--- config.mk ---
export PLATFORM = sky130hd
export DESIGN_NAME = scpad_sched_arbiter
export DESIGN_NICKNAME = d
export VERILOG_FILES = /design/src/rtl/scpad_pkg.sv /design/src/rtl/rr_arbiter.sv /design/src/rtl/scpad_sched_arbiter.sv
export SDC_FILE = /design/constraint.sdc
export NUM_CORES = 1
export LEC_CHECK = 0
export CELL_PAD_IN_SITES_DETAIL_PLACEMENT = 1
export CELL_PAD_IN_SITES_GLOBAL_PLACEMENT = 2
export CORE_MARGIN = 4
export CORE_UTILIZATION = 21
export DETAILED_ROUTE_END_ITERATION = 8
export GPL_TIMING_DRIVEN = 0
export PLACE_DENSITY = 0.95
export SYNTH_ARGS = -nofsm -noshare
export SYNTH_HDL_FRONTEND = slang
export SYNTH_SLANG_ARGS = --single-unit
--- constraint.sdc ---
create_clock -name clk -period 3.6 [get_ports clk]
set_input_delay 0.72 -clock clk [delete_from_list [all_inputs] [get_ports clk]]
set_output_delay 0.72 -clock clk [all_outputs]
set_load 0.01 [all_outputs]
--- src/rtl/scpad_pkg.sv ---
// scpad_pkg: shared command type, FSM state encoding and default widths for the
// scratchpad backend scheduling path.
package scpad_pkg;

  localparam int unsigned SCPAD_NUM_REQ     = 3;
  localparam int unsigned SCPAD_SPAD_ADDR_W = 20;
  localparam int unsigned SCPAD_DRAM_ADDR_W = 32;
  localparam int unsigned SCPAD_DIM_W       = 5;
  localparam int unsigned SCPAD_TAG_W       = 4;

  // One tile-transfer command as held for the backend.
  typedef struct packed {
    logic                         write;
    logic [SCPAD_SPAD_ADDR_W-1:0] spad_addr;
    logic [SCPAD_DRAM_ADDR_W-1:0] dram_addr;
    logic [SCPAD_DIM_W-1:0]       num_rows;
    logic [SCPAD_DIM_W-1:0]       num_cols;
    logic [SCPAD_TAG_W-1:0]       tag;
  } sched_cmd_t;

  typedef enum logic [1:0] {
    ST_IDLE  = 2'd0,
    ST_ISSUE = 2'd1,
    ST_WAIT  = 2'd2,
    ST_DRAIN = 2'd3
  } sched_state_e;

  // Next round-robin index after idx, wrapping at n.
  function automatic int unsigned rr_next(input int unsigned idx, input int unsigned n);
    return ((idx + 32'd1) >= n) ? 32'd0 : (idx + 32'd1);
  endfunction

endpackage

--- src/rtl/rr_arbiter.sv ---
// rr_arbiter: purely combinational round-robin pick; the search starts at ptr
// and wraps, returning a one-hot grant plus its index.
module rr_arbiter #(
  parameter  int unsigned NUM_REQ = 3,
  localparam int unsigned IDX_W   = $clog2(NUM_REQ)
) (
  input  logic [NUM_REQ-1:0] req,
  input  logic [IDX_W-1:0]   ptr,
  output logic [NUM_REQ-1:0] grant_c,
  output logic [IDX_W-1:0]   grant_idx_c,
  output logic               grant_valid_c
);

  int unsigned      idx;
  logic [IDX_W-1:0] sel;

  // First asserted request at or after ptr wins.
  always_comb begin
    grant_c       = '0;
    grant_idx_c   = '0;
    grant_valid_c = 1'b0;
    idx           = '0;
    sel           = '0;
    for (int unsigned i = 0; i < NUM_REQ; i++) begin
      idx = 32'(ptr) + i;
      if (idx >= NUM_REQ) begin
        idx = idx - NUM_REQ;
      end
      sel = IDX_W'(idx);
      if (!grant_valid_c && req[sel]) begin
        grant_valid_c = 1'b1;
        grant_c[sel]  = 1'b1;
        grant_idx_c   = sel;
      end
    end
  end

endmodule

--- src/rtl/scpad_sched_arbiter.sv ---
// scpad_sched_arbiter: shares one scratchpad backend slot among NUM_REQ
// requesters. Accepts one command at a time, holds it on sched_* until the
// backend completes, returns a tagged done pulse and inserts one drain cycle.
// Optional build macro SCHED_TIMEOUT_EN adds a WAIT timeout (TIMEOUT_CYC),
// done_error and the sticky spurious_seen flag.
module scpad_sched_arbiter
  import scpad_pkg::*;
#(
  parameter int unsigned NUM_REQ     = SCPAD_NUM_REQ,
  parameter int unsigned SPAD_ADDR_W = SCPAD_SPAD_ADDR_W,
  parameter int unsigned DRAM_ADDR_W = SCPAD_DRAM_ADDR_W,
  parameter int unsigned DIM_W       = SCPAD_DIM_W,
  parameter int unsigned TAG_W       = SCPAD_TAG_W
`ifdef SCHED_TIMEOUT_EN
  , parameter int unsigned TIMEOUT_CYC = 4096
`endif
) (
  input  logic                          clk,
  input  logic                          rst,
  input  logic [NUM_REQ-1:0]            req_valid,
  output logic [NUM_REQ-1:0]            req_ready,
  input  logic [NUM_REQ-1:0]            req_write,
  input  logic [NUM_REQ*SPAD_ADDR_W-1:0] req_spad_addr,
  input  logic [NUM_REQ*DRAM_ADDR_W-1:0] req_dram_addr,
  input  logic [NUM_REQ*DIM_W-1:0]      req_num_rows,
  input  logic [NUM_REQ*DIM_W-1:0]      req_num_cols,
  input  logic [NUM_REQ*TAG_W-1:0]      req_tag,
  output logic                          sched_valid,
  output logic                          sched_write,
  output logic [SPAD_ADDR_W-1:0]        sched_spad_addr,
  output logic [DRAM_ADDR_W-1:0]        sched_dram_addr,
  output logic [DIM_W-1:0]              sched_num_rows,
  output logic [DIM_W-1:0]              sched_num_cols,
  input  logic                          sched_res_valid,
  output logic [NUM_REQ-1:0]            done_valid,
  output logic [TAG_W-1:0]              done_tag,
  output logic                          busy,
  output logic [$clog2(NUM_REQ)-1:0]    grant_id
`ifdef SCHED_TIMEOUT_EN
  , output logic                        done_error
  , output logic                        spurious_seen
`endif
);

  localparam int unsigned IDX_W = $clog2(NUM_REQ);

  sched_state_e       state_q, state_d;
  sched_cmd_t         cmd_q, cmd_d;
  sched_cmd_t         req_cmd [NUM_REQ];
  logic               sched_valid_q, sched_valid_d;
  logic [NUM_REQ-1:0] done_valid_q, done_valid_d;
  logic [TAG_W-1:0]   done_tag_q, done_tag_d;
  logic [IDX_W-1:0]   grant_id_q, grant_id_d;
  logic [IDX_W-1:0]   rr_ptr_q, rr_ptr_d;
  logic               busy_q;

  logic [NUM_REQ-1:0] arb_grant_c;
  logic [IDX_W-1:0]   arb_idx_c;
  logic               arb_valid_c;

`ifdef SCHED_TIMEOUT_EN
  localparam int unsigned CNT_W = (TIMEOUT_CYC > 1) ? $clog2(TIMEOUT_CYC) : 1;
  logic [CNT_W-1:0] cnt_q, cnt_d;
  logic             done_error_q, done_error_d;
  logic             spurious_q, spurious_d;
`endif

  // Slice the packed per-requester buses into command records.
  for (genvar g = 0; g < NUM_REQ; g++) begin : g_unpack
    assign req_cmd[g] = '{
      write:     req_write[g],
      spad_addr: SCPAD_SPAD_ADDR_W'(req_spad_addr[g*SPAD_ADDR_W +: SPAD_ADDR_W]),
      dram_addr: SCPAD_DRAM_ADDR_W'(req_dram_addr[g*DRAM_ADDR_W +: DRAM_ADDR_W]),
      num_rows:  SCPAD_DIM_W'(req_num_rows[g*DIM_W +: DIM_W]),
      num_cols:  SCPAD_DIM_W'(req_num_cols[g*DIM_W +: DIM_W]),
      tag:       SCPAD_TAG_W'(req_tag[g*TAG_W +: TAG_W])
    };
  end

  rr_arbiter #(
    .NUM_REQ (NUM_REQ)
  ) u_arb (
    .req           (req_valid),
    .ptr           (rr_ptr_q),
    .grant_c       (arb_grant_c),
    .grant_idx_c   (arb_idx_c),
    .grant_valid_c (arb_valid_c)
  );

  // Only IDLE may accept; the arbiter grant is already one-hot.
  assign req_ready = (state_q == ST_IDLE) ? arb_grant_c : '0;

  // Next-state and next registered-output values.
  always_comb begin
    state_d       = state_q;
    cmd_d         = cmd_q;
    sched_valid_d = sched_valid_q;
    done_valid_d  = '0;
    done_tag_d    = done_tag_q;
    grant_id_d    = grant_id_q;
    rr_ptr_d      = rr_ptr_q;
`ifdef SCHED_TIMEOUT_EN
    cnt_d         = cnt_q;
    done_error_d  = 1'b0;
    spurious_d    = spurious_q | (sched_res_valid && (state_q != ST_WAIT));
`endif
    case (state_q)
      ST_IDLE: begin
        if (arb_valid_c) begin
          state_d       = ST_ISSUE;
          sched_valid_d = 1'b1;
          cmd_d         = req_cmd[arb_idx_c];
          grant_id_d    = arb_idx_c;
        end
      end
      ST_ISSUE: begin
        state_d = ST_WAIT;
`ifdef SCHED_TIMEOUT_EN
        cnt_d   = '0;
`endif
      end
      ST_WAIT: begin
        if (sched_res_valid) begin
          state_d                  = ST_DRAIN;
          sched_valid_d            = 1'b0;
          done_valid_d[grant_id_q] = 1'b1;
          done_tag_d               = TAG_W'(cmd_q.tag);
          rr_ptr_d                 = IDX_W'(rr_next(32'(grant_id_q), NUM_REQ));
        end
`ifdef SCHED_TIMEOUT_EN
        else if (cnt_q == CNT_W'(TIMEOUT_CYC - 1)) begin
          state_d                  = ST_DRAIN;
          sched_valid_d            = 1'b0;
          done_valid_d[grant_id_q] = 1'b1;
          done_error_d             = 1'b1;
          done_tag_d               = TAG_W'(cmd_q.tag);
          rr_ptr_d                 = IDX_W'(rr_next(32'(grant_id_q), NUM_REQ));
        end else begin
          cnt_d = cnt_q + CNT_W'(1);
        end
`endif
      end
      ST_DRAIN: begin
        state_d = ST_IDLE;
      end
      default: begin
        state_d = ST_IDLE;
      end
    endcase
  end

  // State and output registers.
  always_ff @(posedge clk) begin
    if (rst) begin
      state_q       <= ST_IDLE;
      cmd_q         <= '0;
      sched_valid_q <= 1'b0;
      done_valid_q  <= '0;
      done_tag_q    <= '0;
      grant_id_q    <= '0;
      rr_ptr_q      <= '0;
      busy_q        <= 1'b0;
`ifdef SCHED_TIMEOUT_EN
      cnt_q         <= '0;
      done_error_q  <= 1'b0;
      spurious_q    <= 1'b0;
`endif
    end else begin
      state_q       <= state_d;
      cmd_q         <= cmd_d;
      sched_valid_q <= sched_valid_d;
      done_valid_q  <= done_valid_d;
      done_tag_q    <= done_tag_d;
      grant_id_q    <= grant_id_d;
      rr_ptr_q      <= rr_ptr_d;
      busy_q        <= (state_d != ST_IDLE);
`ifdef SCHED_TIMEOUT_EN
      cnt_q         <= cnt_d;
      done_error_q  <= done_error_d;
      spurious_q    <= spurious_d;
`endif
    end
  end

  assign sched_valid     = sched_valid_q;
  assign sched_write     = cmd_q.write;
  assign sched_spad_addr = SPAD_ADDR_W'(cmd_q.spad_addr);
  assign sched_dram_addr = DRAM_ADDR_W'(cmd_q.dram_addr);
  assign sched_num_rows  = DIM_W'(cmd_q.num_rows);
  assign sched_num_cols  = DIM_W'(cmd_q.num_cols);
  assign done_valid      = done_valid_q;
  assign done_tag        = done_tag_q;
  assign busy            = busy_q;
  assign grant_id        = grant_id_q;
`ifdef SCHED_TIMEOUT_EN
  assign done_error      = done_error_q;
  assign spurious_seen   = spurious_q;
`endif

endmodule

==> summary.md <==
| Metric | Value |
|---|---|
| Status | completed |
| Initial Utilization | 0.214 |
| Clock Skew | 5.56 ps |
| Largest net degree at the start of global routing | 14 |
| Finished Core Util | 0.369 |
| First-pass iteration count of the detailed router | 4 |
| CP required | 2880 ps |
| Die area | 0.0257 mm^2 |
| Synth Flop Type | dfxtp_1 |
| Num CTS Buffers | 9 |
| Layout cell share with drive strength beyond 1 | 0.116 |
| Post-Syn Instances | 690 |
| Total vias in the final route | 5619 |
| Unique masters post-synth | 46 |
| H-Tree Depth | 3 |
| TritonCTS clock tree | done |
| Slowest stage delay, CP | 540 ps |
| Crit-path max FO | 7 |
| Synth Cell Area | 0.00486 mm^2 |
| Placeable Area | 0.0227 mm^2 |
| Syn_area_per_cell | 7.05 um^2 |
| Number of synthesized flops with an enable pin | 0 |
| RSZ-0062 raised after global routing | no |
| Pwr/cell area | 551 mW/mm^2 |
| Sequential-to-total area share from yosys stat | 0.338 |
| Syn-to-layout area delta | 72.5% |
| DRC | 0 |
| Final hold vios | 0 |
| Hold path cells | 2 |
| First-pass GRT wire length | 32.5 mm |
| Most common cell after layout, fill and taps aside | clkdlybuf4s50_1 |
| Global route overflow | 0 |
| DRT iter0 DRCs | 132 |
| Ports | 284 |
| Port buffer count | 282 |
| Routed Antenna Nets | 0 |
| Dpl cell area | 0.00805 mm^2 |
| Clk slew on worst S/H paths | 70 ps |
| Die H | 160 um |
| Initial antenna violation count | 0 |
| FF+latch count, synth | 82 |
| Crit path time final | 3450 ps |
| FF-to-FF setup slack | 720 ps |
| Final WL | 21.2 mm |
| Crit-path cells | inv_1 -> ha_1 -> nand2b_1 -> a2111oi_2 -> a221o_1 -> o311a_1 -> clkdlybuf4s50_1 |
| Clock Path Buffers | 2 |
| Syn_nets | 903 |
| Crit Path Class | reg2out |
| Number of global-route vias before repair | 5817 |
| DPL Wire Length | 17.0 mm |
| Via-to-Cell Ratio | 4.41 |
| Nets | 1197 |
| FILL cells | 2767 |
| Reg2Reg Depth | 11 |
| Finished Cell Area | 0.00839 mm^2 |
| Fmax | 290 MHz |
| IR drop worst, VDD | 0.154 mV |
| Crit start category | flop |
| Final setup fails | 0 |
| Hold Path End | sched_dram_addr[10]$_SDFFE_PP0P_ |
| Worst slew pin tran | 763 ps |
| WL/cell | 16.7 um |
| Crit share post-route | 0.958 |
| Final Max Tran Viols | 0 |
| Synth warnings | 0 |
| Rows | 55 |
| Worst Min Path Start | sched_dram_addr[10]$_SDFFE_PP0P_ |
| Clk_lat worst skew | 340 ps |
| Max_slew headroom | 0.490 |
| Chip width | 160 um |
| Lkg Pwr | 3.46 nW |
| RePlAce Congestion | 0.810 |
| Max-Cap Viols | 0 |
| Root Driver | clkbuf_16 |
| Worst hold path type | reg2reg |
| CP Capture Type | output pin |
| Final WS setup | 151 ps |
| CP max stage cell | clkdlybuf4s50_1 |
| RR Endpoint | sched_spad_addr[11]$_SDFFE_PP0P_ |
| Worst Path Arrival | 2730 ps |
| Clk sink count | 82 |
| Hold slack | 448 ps |
| Worst R2R Start | rr_ptr_q[0]$_SDFFE_PP0P_ |
| Leading cell types in the layout, fill and taps excluded | clkdlybuf4s50_1 (280), nand2_1 (210), o21ai_0 (88) |
| Ys async rst share | 0 |
| Tot GR Track Use | 0.160 |
| Setup WS pre-CTS | -164 ps |
| Antenna diodes | 0 |
[stage by stage]
| stage | TNS [ps] | std cells | total power, mW |
|---|---|---|---|
| finish | 0 | 1274 | 4.62 |
| global route | 0 | 1274 | 4.98 |
| CTS | 0 | 1274 | 4.72 |
| detailed placement | -298 | 1257 | 3.74 |
| global placement | -5440 | 1257 | 3.69 |
| floorplan | 0 | 690 | 2.58 |
[synthesized netlist by cell type, drive strengths merged (3+ instances only)]
| master | number | area [um^2] |
|---|---|---|
| nand2 | 210 | 788 |
| o21ai | 141 | 713 |
| buf | 90 | 647 |
| dfxtp | 82 | 1640 |
| and3 | 70 | 438 |
| clkbuf | 21 | 78.8 |
| a21oi | 10 | 53.8 |
| inv | 9 | 33.8 |
| ha | 6 | 75.1 |
| nand3 | 6 | 30.0 |
| nor2b | 4 | 25.0 |
| mux2i | 3 | 33.8 |
| nand2b | 3 | 18.8 |
| o211a | 3 | 30.0 |
| or2 | 3 | 18.8 |
[report_power, final]
group,switching (mW),internal (mW),total (mW)
Combinational,1.06,1.28,2.34
Clock,0.395,0.541,0.935
Sequential,0.149,1.19,1.34
Total,1.61,3.01,4.62
[cell families (layout without fill, tap and decap cells)]
group	Yosys count	in the layout	share of synthesized area
AND/OR/NAND/NOR	307	307	0.287
AO/OA/AOI/OAI	171	171	0.195
buffers and inverters	120	419	0.156
flip-flops	82	82	0.338
adder cells (fa/ha/maj)	6	6	0.0154
multiplexers	4	4	0.00926
[sequential cells by signal, summed over array words and instances, names as in the netlist]
register         flops
state_q              2
rr_ptr_q             2
sched_valid          1
sched_num_cols       5
cmd_q                4
grant_id             2
done_valid           3
busy                 1
sched_dram_addr     32
sched_write          1
sched_num_rows       5
done_tag             4
sched_spad_addr     20
[critical path: cells and delay by family (launching register included)]
kind | cells | cell delay [ps]
and+or+nand+nor | 1 | 250
AOI/OAI and AO/OA | 3 | 790
adders and majority gates | 1 | 310
buffers and inverters | 2 | 640
DFF | 1 | 410
[what timing repair did]
item	in CTS	in global routing
setup endpoints to repair	3	3
resized for setup	6	4
buffers inserted	1	0
hold buffers	0	0
[worst max-delay path by stage]
stage | from | endpoint | slack (ps) | depth (start not counted)
after floorplan | req_valid[1] | req_ready[2] | 1080 | 5
after global placement | req_valid[2] | sched_spad_addr[11]$_SDFFE_PP0P_ | -200 | 6
after detailed placement | req_valid[2] | req_ready[2] | -160 | 6
after CTS | req_valid[0] | req_ready[0] | 2 | 8
after global routing | rr_ptr_q[1]$_SDFFE_PP0P_ | req_ready[2] | 30 | 8
final | rr_ptr_q[0]$_SDFFE_PP0P_ | req_ready[2] | 150 | 7
[final cells by class]
cell class / instances / area [um^2] / area share
Buffer: 111 / 726 / 0.0865
Clock buffer: 12 / 236 / 0.0282
Clock inverter: 4 / 52.6 / 0.00627
Inverter: 9 / 33.8 / 0.00403
Multi-Input combinational cell: 488 / 2510 / 0.299
Sequential cell: 82 / 1640 / 0.196
Tap cell: 285 / 357 / 0.0425
Timing Repair Buffer: 283 / 2830 / 0.338
[routing by layer]
layer,track usage,wire length (um)
met1,0.187,9030
met2,0.286,10400
met3,0.0475,1500
met4,0.0399,268
met5,0,0
(Power assumes the default switching activity.)
